**config.mk**
```make
export PLATFORM = sky130hd
export DESIGN_NAME = param_shift_engine_flat
export DESIGN_NICKNAME = d
export VERILOG_FILES = /design/src/rtl/param_shift_engine_if.sv /design/src/rtl/param_shift_engine.sv /design/src/flat_wrapper.sv
export SDC_FILE = /design/constraint.sdc
export NUM_CORES = 1
export LEC_CHECK = 0
export ABC_CLOCK_PERIOD_IN_PS = 2000
export CAP_MARGIN = 20
export CORE_UTILIZATION = 43
export DETAILED_ROUTE_END_ITERATION = 8
export PLACE_DENSITY = 0.82
export SLEW_MARGIN = 30
export SYNTH_ARGS = -nofsm -noshare
export SYNTH_HDL_FRONTEND = slang
export SYNTH_SLANG_ARGS = --single-unit
export TNS_END_PERCENT = 5
```
**constraint.sdc**
```tcl
create_clock -name clk -period 2 [get_ports clk]
set_clock_uncertainty 0.15 [all_clocks]
set_input_delay 0.3 -clock clk [delete_from_list [all_inputs] [get_ports clk]]
set_output_delay 0.3 -clock clk [all_outputs]
set_load 0.03 [all_outputs]
```
**src/rtl/param_shift_engine_if.sv**
```systemverilog
// rtl/param_shift_engine_if.sv - control/data bundle between the shift engine and its controlling FSM
interface param_shift_engine_if #(
  parameter int WIDTH = 8,
  parameter int CNT_W = 4
);
  logic [WIDTH-1:0] load_val;
  logic             load_en;
  logic [1:0]       mode;
  logic             ser_in;
  logic             start;
  logic [CNT_W-1:0] shift_cnt;
  logic             step_en;
  logic [WIDTH-1:0] op;
  logic             ser_out;
  logic             busy;
  logic             done;

  modport master (
    output load_val, load_en, mode, ser_in, start, shift_cnt, step_en,
    input  op, ser_out, busy, done
  );

  modport slave (
    input  load_val, load_en, mode, ser_in, start, shift_cnt, step_en,
    output op, ser_out, busy, done
  );
endinterface

```
**src/rtl/param_shift_engine.sv**
```systemverilog
// rtl/param_shift_engine.sv - WIDTH-bit load/rotate/shift register with counted bursts and single steps
// Optional: define PSE_ARITH_SHIFT_EN to make mode 11 an arithmetic (sign-filling) right shift.
module param_shift_engine #(
  parameter int WIDTH = 8,
  parameter int CNT_W = 4
) (
  input logic                 clk,
  input logic                 rst,
  param_shift_engine_if.slave pse_if
);
  localparam logic [0:0] IDLE = 1'b0;
  localparam logic [0:0] RUN  = 1'b1;
  localparam logic [CNT_W-1:0] CNT_ONE = {{(CNT_W-1){1'b0}}, 1'b1};

  logic [0:0]       state_q, state_d;
  logic [WIDTH-1:0] op_q, op_d;
  logic             ser_out_q, ser_out_d;
  logic             done_q, done_d;
  logic [CNT_W-1:0] cnt_q, cnt_d;
  logic [1:0]       mode_q, mode_d;

  logic [1:0]       shift_mode;
  logic             fill;
  logic [WIDTH-1:0] shifted;
  logic             shifted_out;

  // A burst uses the mode latched at start; free steps follow the live mode.
  always_comb begin
    shift_mode = (state_q == RUN) ? mode_q : pse_if.mode;
`ifdef PSE_ARITH_SHIFT_EN
    fill = op_q[WIDTH-1];
`else
    fill = pse_if.ser_in;
`endif
    shifted     = op_q;
    shifted_out = ser_out_q;
    case (shift_mode)
      2'b00: begin
        shifted     = {op_q[WIDTH-2:0], op_q[WIDTH-1]};
        shifted_out = op_q[WIDTH-1];
      end
      2'b01: begin
        shifted     = {op_q[0], op_q[WIDTH-1:1]};
        shifted_out = op_q[0];
      end
      2'b10: begin
        shifted     = {op_q[WIDTH-2:0], pse_if.ser_in};
        shifted_out = op_q[WIDTH-1];
      end
      default: begin
        shifted     = {fill, op_q[WIDTH-1:1]};
        shifted_out = op_q[0];
      end
    endcase
  end

  always_comb begin
    state_d   = state_q;
    op_d      = op_q;
    ser_out_d = ser_out_q;
    done_d    = 1'b0;
    cnt_d     = cnt_q;
    mode_d    = mode_q;
    if (pse_if.load_en) begin
      op_d    = pse_if.load_val;
      state_d = IDLE;
    end else if (state_q == RUN) begin
      op_d      = shifted;
      ser_out_d = shifted_out;
      cnt_d     = cnt_q - CNT_ONE;
      if (cnt_q == CNT_ONE) begin
        state_d = IDLE;
        done_d  = 1'b1;
      end
    end else if (pse_if.start) begin
      // A zero-length burst completes immediately without entering RUN.
      if (pse_if.shift_cnt == '0) begin
        done_d = 1'b1;
      end else begin
        state_d = RUN;
        cnt_d   = pse_if.shift_cnt;
        mode_d  = pse_if.mode;
      end
    end else if (pse_if.step_en) begin
      op_d      = shifted;
      ser_out_d = shifted_out;
    end
  end

  always_ff @(posedge clk or posedge rst) begin
    if (rst) begin
      state_q   <= IDLE;
      op_q      <= '0;
      ser_out_q <= 1'b0;
      done_q    <= 1'b0;
      cnt_q     <= '0;
      mode_q    <= 2'b00;
    end else begin
      state_q   <= state_d;
      op_q      <= op_d;
      ser_out_q <= ser_out_d;
      done_q    <= done_d;
      cnt_q     <= cnt_d;
      mode_q    <= mode_d;
    end
  end

  assign pse_if.op      = op_q;
  assign pse_if.ser_out = ser_out_q;
  assign pse_if.busy    = (state_q == RUN);
  assign pse_if.done    = done_q;
endmodule

```
**src/flat_wrapper.sv**
```systemverilog
// flat-port wrapper written by rule: the top's interface ports become plain ports
module param_shift_engine_flat 
#(
  parameter int WIDTH = 8,
  parameter int CNT_W = 4
)
  (clk, rst, pse_if_load_val, pse_if_load_en, pse_if_mode, pse_if_ser_in, pse_if_start, pse_if_shift_cnt, pse_if_step_en, pse_if_op, pse_if_ser_out, pse_if_busy, pse_if_done);
  param_shift_engine_if #(.WIDTH(WIDTH), .CNT_W(CNT_W)) pse_if_i ();
  input logic clk;
  input logic rst;
  input wire logic [$bits(pse_if_i.load_val)-1:0] pse_if_load_val;
  input wire logic [$bits(pse_if_i.load_en)-1:0] pse_if_load_en;
  input wire logic [$bits(pse_if_i.mode)-1:0] pse_if_mode;
  input wire logic [$bits(pse_if_i.ser_in)-1:0] pse_if_ser_in;
  input wire logic [$bits(pse_if_i.start)-1:0] pse_if_start;
  input wire logic [$bits(pse_if_i.shift_cnt)-1:0] pse_if_shift_cnt;
  input wire logic [$bits(pse_if_i.step_en)-1:0] pse_if_step_en;
  output wire logic [$bits(pse_if_i.op)-1:0] pse_if_op;
  output wire logic [$bits(pse_if_i.ser_out)-1:0] pse_if_ser_out;
  output wire logic [$bits(pse_if_i.busy)-1:0] pse_if_busy;
  output wire logic [$bits(pse_if_i.done)-1:0] pse_if_done;
  assign pse_if_i.load_val = pse_if_load_val;
  assign pse_if_i.load_en = pse_if_load_en;
  assign pse_if_i.mode = pse_if_mode;
  assign pse_if_i.ser_in = pse_if_ser_in;
  assign pse_if_i.start = pse_if_start;
  assign pse_if_i.shift_cnt = pse_if_shift_cnt;
  assign pse_if_i.step_en = pse_if_step_en;
  assign pse_if_op = pse_if_i.op;
  assign pse_if_ser_out = pse_if_i.ser_out;
  assign pse_if_busy = pse_if_i.busy;
  assign pse_if_done = pse_if_i.done;
  param_shift_engine #(.WIDTH(WIDTH), .CNT_W(CNT_W)) u_core (.clk(clk), .rst(rst), .pse_if(pse_if_i));
endmodule
```
==> summary.md <==
| Metric | Value |
|---|---|
| Met3 wire length | `between 70 and 80 um` |
| Initial Util | `0.476` |
| Max VDD drop | `about 0.54 mV` |
| Initial antenna violation count | `0` |
| Final hold slack | `between 150 and 200 ps` |
| 1st-iter DRT viols | `26` |
| Worst-path clk slew | `roughly 100 ps` |
| Final-report setup violation count | `0` |
| Clock share of power | `0.153` |
| Yosys top cell area share | `0.385` |
| Flops & latches, synth | `17` |
| Switching share of power | `0.373` |
| Routed WL | `~2500 um` |
| Hold Path Class | `input pin to async pin` |
| Gpl congestion | `~0.85` |
| WL met1 | `between 1000 and 1500 um` |
| Worst r2r src | `u_core.pse_if.busy` |
| Slew Limit Fails | `0` |
| Count leader, synth | `dfrtp_1` |
| Crit path max-delay family | `buffers and inverters` |
| Post-synth EDFFs | `0` |
| Synth cell count leaders | `17 x dfrtp_1, 12 x inv_1, 10 x mux2i_1` |
| Top cells by area, synth | `dfrtp_1 39%, mux2i_1 9.1%, a221oi_2 8.2%` |
| Total power | `around 0.0012 W` |
| Critical Path Stages | `1` |
| Sequential Area | `roughly 430 um2` |
| Vias per inst | `5.58` |
| Sequential share of the synthesized area | `0.385` |
| Ys async rst share | `1.00` |
| # diodes | `0` |
| Clock latency at the later pin of the worst-skew pair | `290 ps` |
| Port bufs | `30` |
| Final net count | `170` |
| Multi-input gate area in the final layout | `roughly 600 um2` |
| Dominant cell type by area after synthesis | `dfrtp_1` |
| Vias | `about 980` |
| First-pass GRT wire length | `4220 um` |
| Unrepaired setup endpoints after global routing | `no` |
| Clock Tree Root | `clkbuf_4` |
| Main synth FF type | `dfrtp_1` |
| Fin crit share | `0.928` |
| Number of CTS-inserted buffers | `3` |
| Required time of the critical path | `~1600 ps` |
| Finished Core Util | `0.663` |
| Final hold vios | `0` |
| Arr. time, crit path | `between 1000 and 1500 ps` |
| Syn_area_per_cell | `roughly 10 um2` |
| Largest net degree at the start of global routing | `18` |
| Synth unique cells | `32` |
| Internal power | `approximately 0.00076 W` |
| Layout area overhead | `39.2%` |
| Die Y | `52.7 um` |
| Sequential share of power | `0.413` |
| Max_cap viols | `0` |
| Critical path class | `flip-flop to primary output` |
| Number of remaining DRC errors | `0` |
| H-tree levels | `1` |
| Die span in x | `between 50 and 60 um` |
| CTS Buffer Depth | `2` |
| Synthesized cell area | `1100 um2` |
| Pre-antenna DRT Iters | `4` |
| Power Dens Cells | `around 800 nW/um2` |
| Top layer in use | `met4` |
| Share of post-route cells with drive strength above 1 | `0.184` |
| WL/cell | `roughly 14 um` |
| Worst reg2reg path depth | `4` |
| Num rows | `17` |
| Crit end category | `primary output` |
| Clock sink count | `17` |
| Pin slew with the least headroom to its limit | `318 ps` |
| WP buf/inv | `1` |
| Post-Synthesis Cells | `~110` |
| Worst setup startpoint | `u_core.pse_if.op[0]` |
| CTS tree | `built` |
| Vias in the first global route | `992` |
| Ys Warns | `0` |
| # fillers | `193` |
| CP max FO | `5` |
| Outcome | `finished clean` |
| Final Critical Period | `roughly 1900 ps` |
| Met2 WL | `around 1300 um` |
| Die area | `2770 um2` |
| Setup Buffers After CTS | `0` |
| I/O pins | `31` |
| Net Sw Power | `approximately 0.00045 W` |
| Crit-path slowest cell | `clkdlybuf4s50_1` |
| Antenna viol nets, final | `0` |
| Comb pwr share | `0.434` |
| Global route total overflow | `0` |
| Crit-path cells | `clkdlybuf4s50_1` |
| Pleak | `between 0.6 and 0.7 nW` |
| Fmax | `between 0.5 and 0.6 GHz` |
| Startpoint Class | `flip-flop` |
| Relative slew slack | `0.787` |
| DP Wirelength | `1990 um` |
| CP max stage delay | `roughly 700 ps` |
| Core Box Area | `2320 um2` |
| Post-synth net total | `approximately 130` |
| GRT Total Usage | `0.211` |
==> registers in the layout, indices dropped and copies added (netlist names) <==
signal / cells
u_core.cnt_q: 4
u_core.mode_q: 2
u_core.pse_if.busy: 1
u_core.pse_if.done: 1
u_core.pse_if.op: 8
u_core.pse_if.ser_out: 1
==> per-stage QoR <==
stage	area, um2	std cells	setup WS [ps]	TNS [ps]
6_report	1540	175	145	0
5_1_grt	1540	175	99.3	0
4_1_cts	1540	175	128	0
3_5_place_dp	1510	171	-60.9	-113
3_3_place_gp	1510	171	-0.346	-0.657
2_1_floorplan	1100	106	289	0
==> worst paths after layout <==
| path | endpoint | slack (ps) |
|---|---|---|
| worst max-delay path | pse_if_op[0] | 140 |
| worst min-delay path | u_core.pse_if.op[6] | 190 |
| worst max register to register | u_core.pse_if.op[0] | 390 |
| worst min register to register | u_core.mode_q[1] | 380 |
| max in group asynchronous | u_core.cnt_q[3] | 1330 |
| min in group clk | u_core.mode_q[1] | 380 |
==> layer usage <==
layer	GRT usage	vias up
met4	0.123	0
met1	0.263	482
met2	0.352	25
li1	-	468
met5	0	-
met3	0.0174	2
==> cells by family after synthesis <==
logic type,count (synthesis),share of synthesized area
mux,13,0.132
compound gates,25,0.226
simple gates,33,0.162
flops,17,0.385
fa+ha+maj,2,0.0227
buf+inv,16,0.0726
==> layout by cell type (no fill, tap or decap), types with 3 or more instances in the layout <==
cell              n
a21oi_1           3
buf_4             9
a221oi_2          6
clkdlybuf4s50_1  29
nor3_1            8
dfrtp_1          17
nand2_1           7
inv_1            12
o211ai_1          3
clkbuf_4          3
nor2_1            6
nand2b_1          6
mux2i_1          10
==> power by group through the flow <==
stage          sequential (W)  combinational [W]  clock (W)
6_report             0.000500           0.000525   0.000185
5_1_grt              0.000511           0.000569   0.000204
4_1_cts              0.000498           0.000529   0.000194
3_5_place_dp         0.000506           0.000527          0
3_3_place_gp         0.000502           0.000512          0
2_1_floorplan        0.000558           0.000262          0
==> repair_timing <==
action                     in CTS  in global routing
hold buffers                    0                  0
gates resized for setup         1                  0
setup endpoints to repair       1                  0
==> area by class of cell <==
| type | instances | share of cell area |
|---|---|---|
| inverters | 12 | 0.0293 |
| multi-input cells | 73 | 0.389 |
| well taps | 28 | 0.0228 |
| repair buffers | 41 | 0.265 |
| flip-flops and latches | 17 | 0.277 |
| clock buffers | 4 | 0.0171 |
Power figures use the tool's default switching activity.
==> patch, RTL diff (same flow settings) <==
`WIDTH` is set to 8 in 3 places; all go to 12.
--- a/src/rtl/param_shift_engine_if.sv
+++ b/src/rtl/param_shift_engine_if.sv
@@ -1,6 +1,6 @@
 // rtl/param_shift_engine_if.sv - control/data bundle between the shift engine and its controlling FSM
 interface param_shift_engine_if #(
-  parameter int WIDTH = 8,
+  parameter int WIDTH = 12,
   parameter int CNT_W = 4
 );
   logic [WIDTH-1:0] load_val;
--- a/src/rtl/param_shift_engine.sv
+++ b/src/rtl/param_shift_engine.sv
@@ -1,7 +1,7 @@
 // rtl/param_shift_engine.sv - WIDTH-bit load/rotate/shift register with counted bursts and single steps
 // Optional: define PSE_ARITH_SHIFT_EN to make mode 11 an arithmetic (sign-filling) right shift.
 module param_shift_engine #(
-  parameter int WIDTH = 8,
+  parameter int WIDTH = 12,
   parameter int CNT_W = 4
 ) (
   input logic                 clk,
--- a/src/flat_wrapper.sv
+++ b/src/flat_wrapper.sv
@@ -1,7 +1,7 @@
 // flat-port wrapper written by rule: the top's interface ports become plain ports
 module param_shift_engine_flat 
 #(
-  parameter int WIDTH = 8,
+  parameter int WIDTH = 12,
   parameter int CNT_W = 4
 )
   (clk, rst, pse_if_load_val, pse_if_load_en, pse_if_mode, pse_if_ser_in, pse_if_start, pse_if_shift_cnt, pse_if_step_en, pse_if_op, pse_if_ser_out, pse_if_busy, pse_if_done);
Ports: changed (resized pse_if_load_val and pse_if_op); port bits go from 31 to 39. The function was not compared with the original's and may differ.
==> patch against the original RTL <==
- cell area up 21%
- synthesized cell count grew 21%
- setup slack got worse by 0.071 ns
- non-clock buffer count up 7
- wire length up 24%
- utilization is 5.3 points lower
- power rose by 21%
- sequential cell count is 4 higher
- fmax is 3.7% lower
- die area is 24% higher
- synthesized area grew 25%
- hold slack lost 0.0064 ns
- critical path type unchanged
==> patch: results (changes against the original RTL) <==
status finished clean (unchanged); drt initial violations 54 (was 26); largest net degree at the start of global routing 22 (was 18); Resized Gates After CTS 0 (was 1); worst r2r path cells 3 (was 4); global-route wire length before repair 5.29 mm (was 4.22 mm); crit path DAT 1.48 ns (was 1.41 ns); synthesized area per cell 10.8 um2 (was 10.4 um2); Critical Path Fanout Max 6 (was 5); RePlAce Congestion 0.830 (was 0.847); clk slew on worst S/H paths 0.12 ns (was 0.10 ns); vias in the first global route 1255 (was 992); # nets final 198 (was 170); Syn Nets 154 (was 128); share of layout cells above drive strength 1 17.5% (was 18.4%); Total GRT Usage 19.8% (was 21.1%); Cells after DPL 211 (was 171); Static Leak 0.769 nW (was 0.662 nW); register area share after synthesis 38.1% (was 38.5%); drt total wl 3.14 mm (was 2.53 mm); Slew headroom 75.7% (was 78.7%); Post-DP Area 0.00184 mm2 (was 0.00151 mm2); worst vdd ir 0.439 mV (was 0.538 mV); max reg flops 12 (was 8); Post-synth top cells dfrtp_1 (21), inv_1 (14), mux2i_1 (13) (was dfrtp_1 (17), inv_1 (12), mux2i_1 (10)); Via Count 1195 (was 977); via density per instance 5.56 (was 5.58); IO Port Bufs 38 (was 30); DP HPWL 2.36 mm (was 1.99 mm); fillcell total 273 (was 193)
[patch: cell types whose count changed after synthesis, moves of 4 or more]
cell / delta
nor3_1: -5
dfrtp_1: +4
mux2_2: +4
nor4_1: +11
nand2_1: -7
[patch: logic make-up (layout without fill, tap and decap cells)]
logic type      count (synthesis)  after routing  synth area share, %
simple gates                   34             34                 15.3
compound gates                 27             27                 19.5
buf+inv                        23             66                 8.36
fa+ha+maj                       2              2                 1.82
mux                            21             21                 16.8
flops                          21             21                 38.1
[patch: per-layer routing]
metal / global-route usage, % / wire [um] / vias to the layer above
li1: - / - / 575
met1: 23.6 / 1430 / 580
met3: 2.64 / 133 / 4
met2: 36.0 / 1550 / 36
met5: 0 / 0 / -
met4: 7.82 / 22 / 0
[patch: where the power goes]
group          switching, mW  total [mW]  internal [mW]
sequential             0.102       0.616          0.514
clock                  0.124       0.202         0.0775
combinational          0.321       0.649          0.329
total                  0.547        1.47          0.920
[patch: worst paths after layout]
| check | from | end | slack (ns) |
|---|---|---|---|
| min | rst | u_core.pse_if.op[5] | 0.18 |
| min in group clk | u_core.pse_if.ser_out | u_core.pse_if.ser_out | 0.37 |
| max reg2reg | u_core.pse_if.busy | u_core.mode_q[0] | 0.32 |
| max in group asynchronous | rst | u_core.pse_if.op[4] | 1.31 |
| max | u_core.pse_if.op[11] | pse_if_op[11] | 0.07 |
| min reg2reg | u_core.pse_if.ser_out | u_core.pse_if.ser_out | 0.37 |
[patch: through the flow]
| stage | total power [mW] | setup slack [ns] |
|---|---|---|
| after detailed placement | 1.27 | 0.0355 |
| after floorplan | 1.04 | 0.157 |
| after global placement | 1.25 | 0.0787 |
| after global routing | 1.56 | 0.0226 |
| final | 1.47 | 0.0739 |
| after CTS | 1.48 | 0.0750 |
[patch: area by class of cell]
| class | count | area [um2] | area share [%] |
|---|---|---|---|
| repair buffers | 48 | 465 | 25.0 |
| clock buffers | 4 | 26.3 | 1.41 |
| well taps | 44 | 55.1 | 2.96 |
| inverters | 14 | 52.6 | 2.82 |
| multi-input cells | 84 | 737 | 39.6 |
| flip-flops and latches | 21 | 526 | 28.2 |
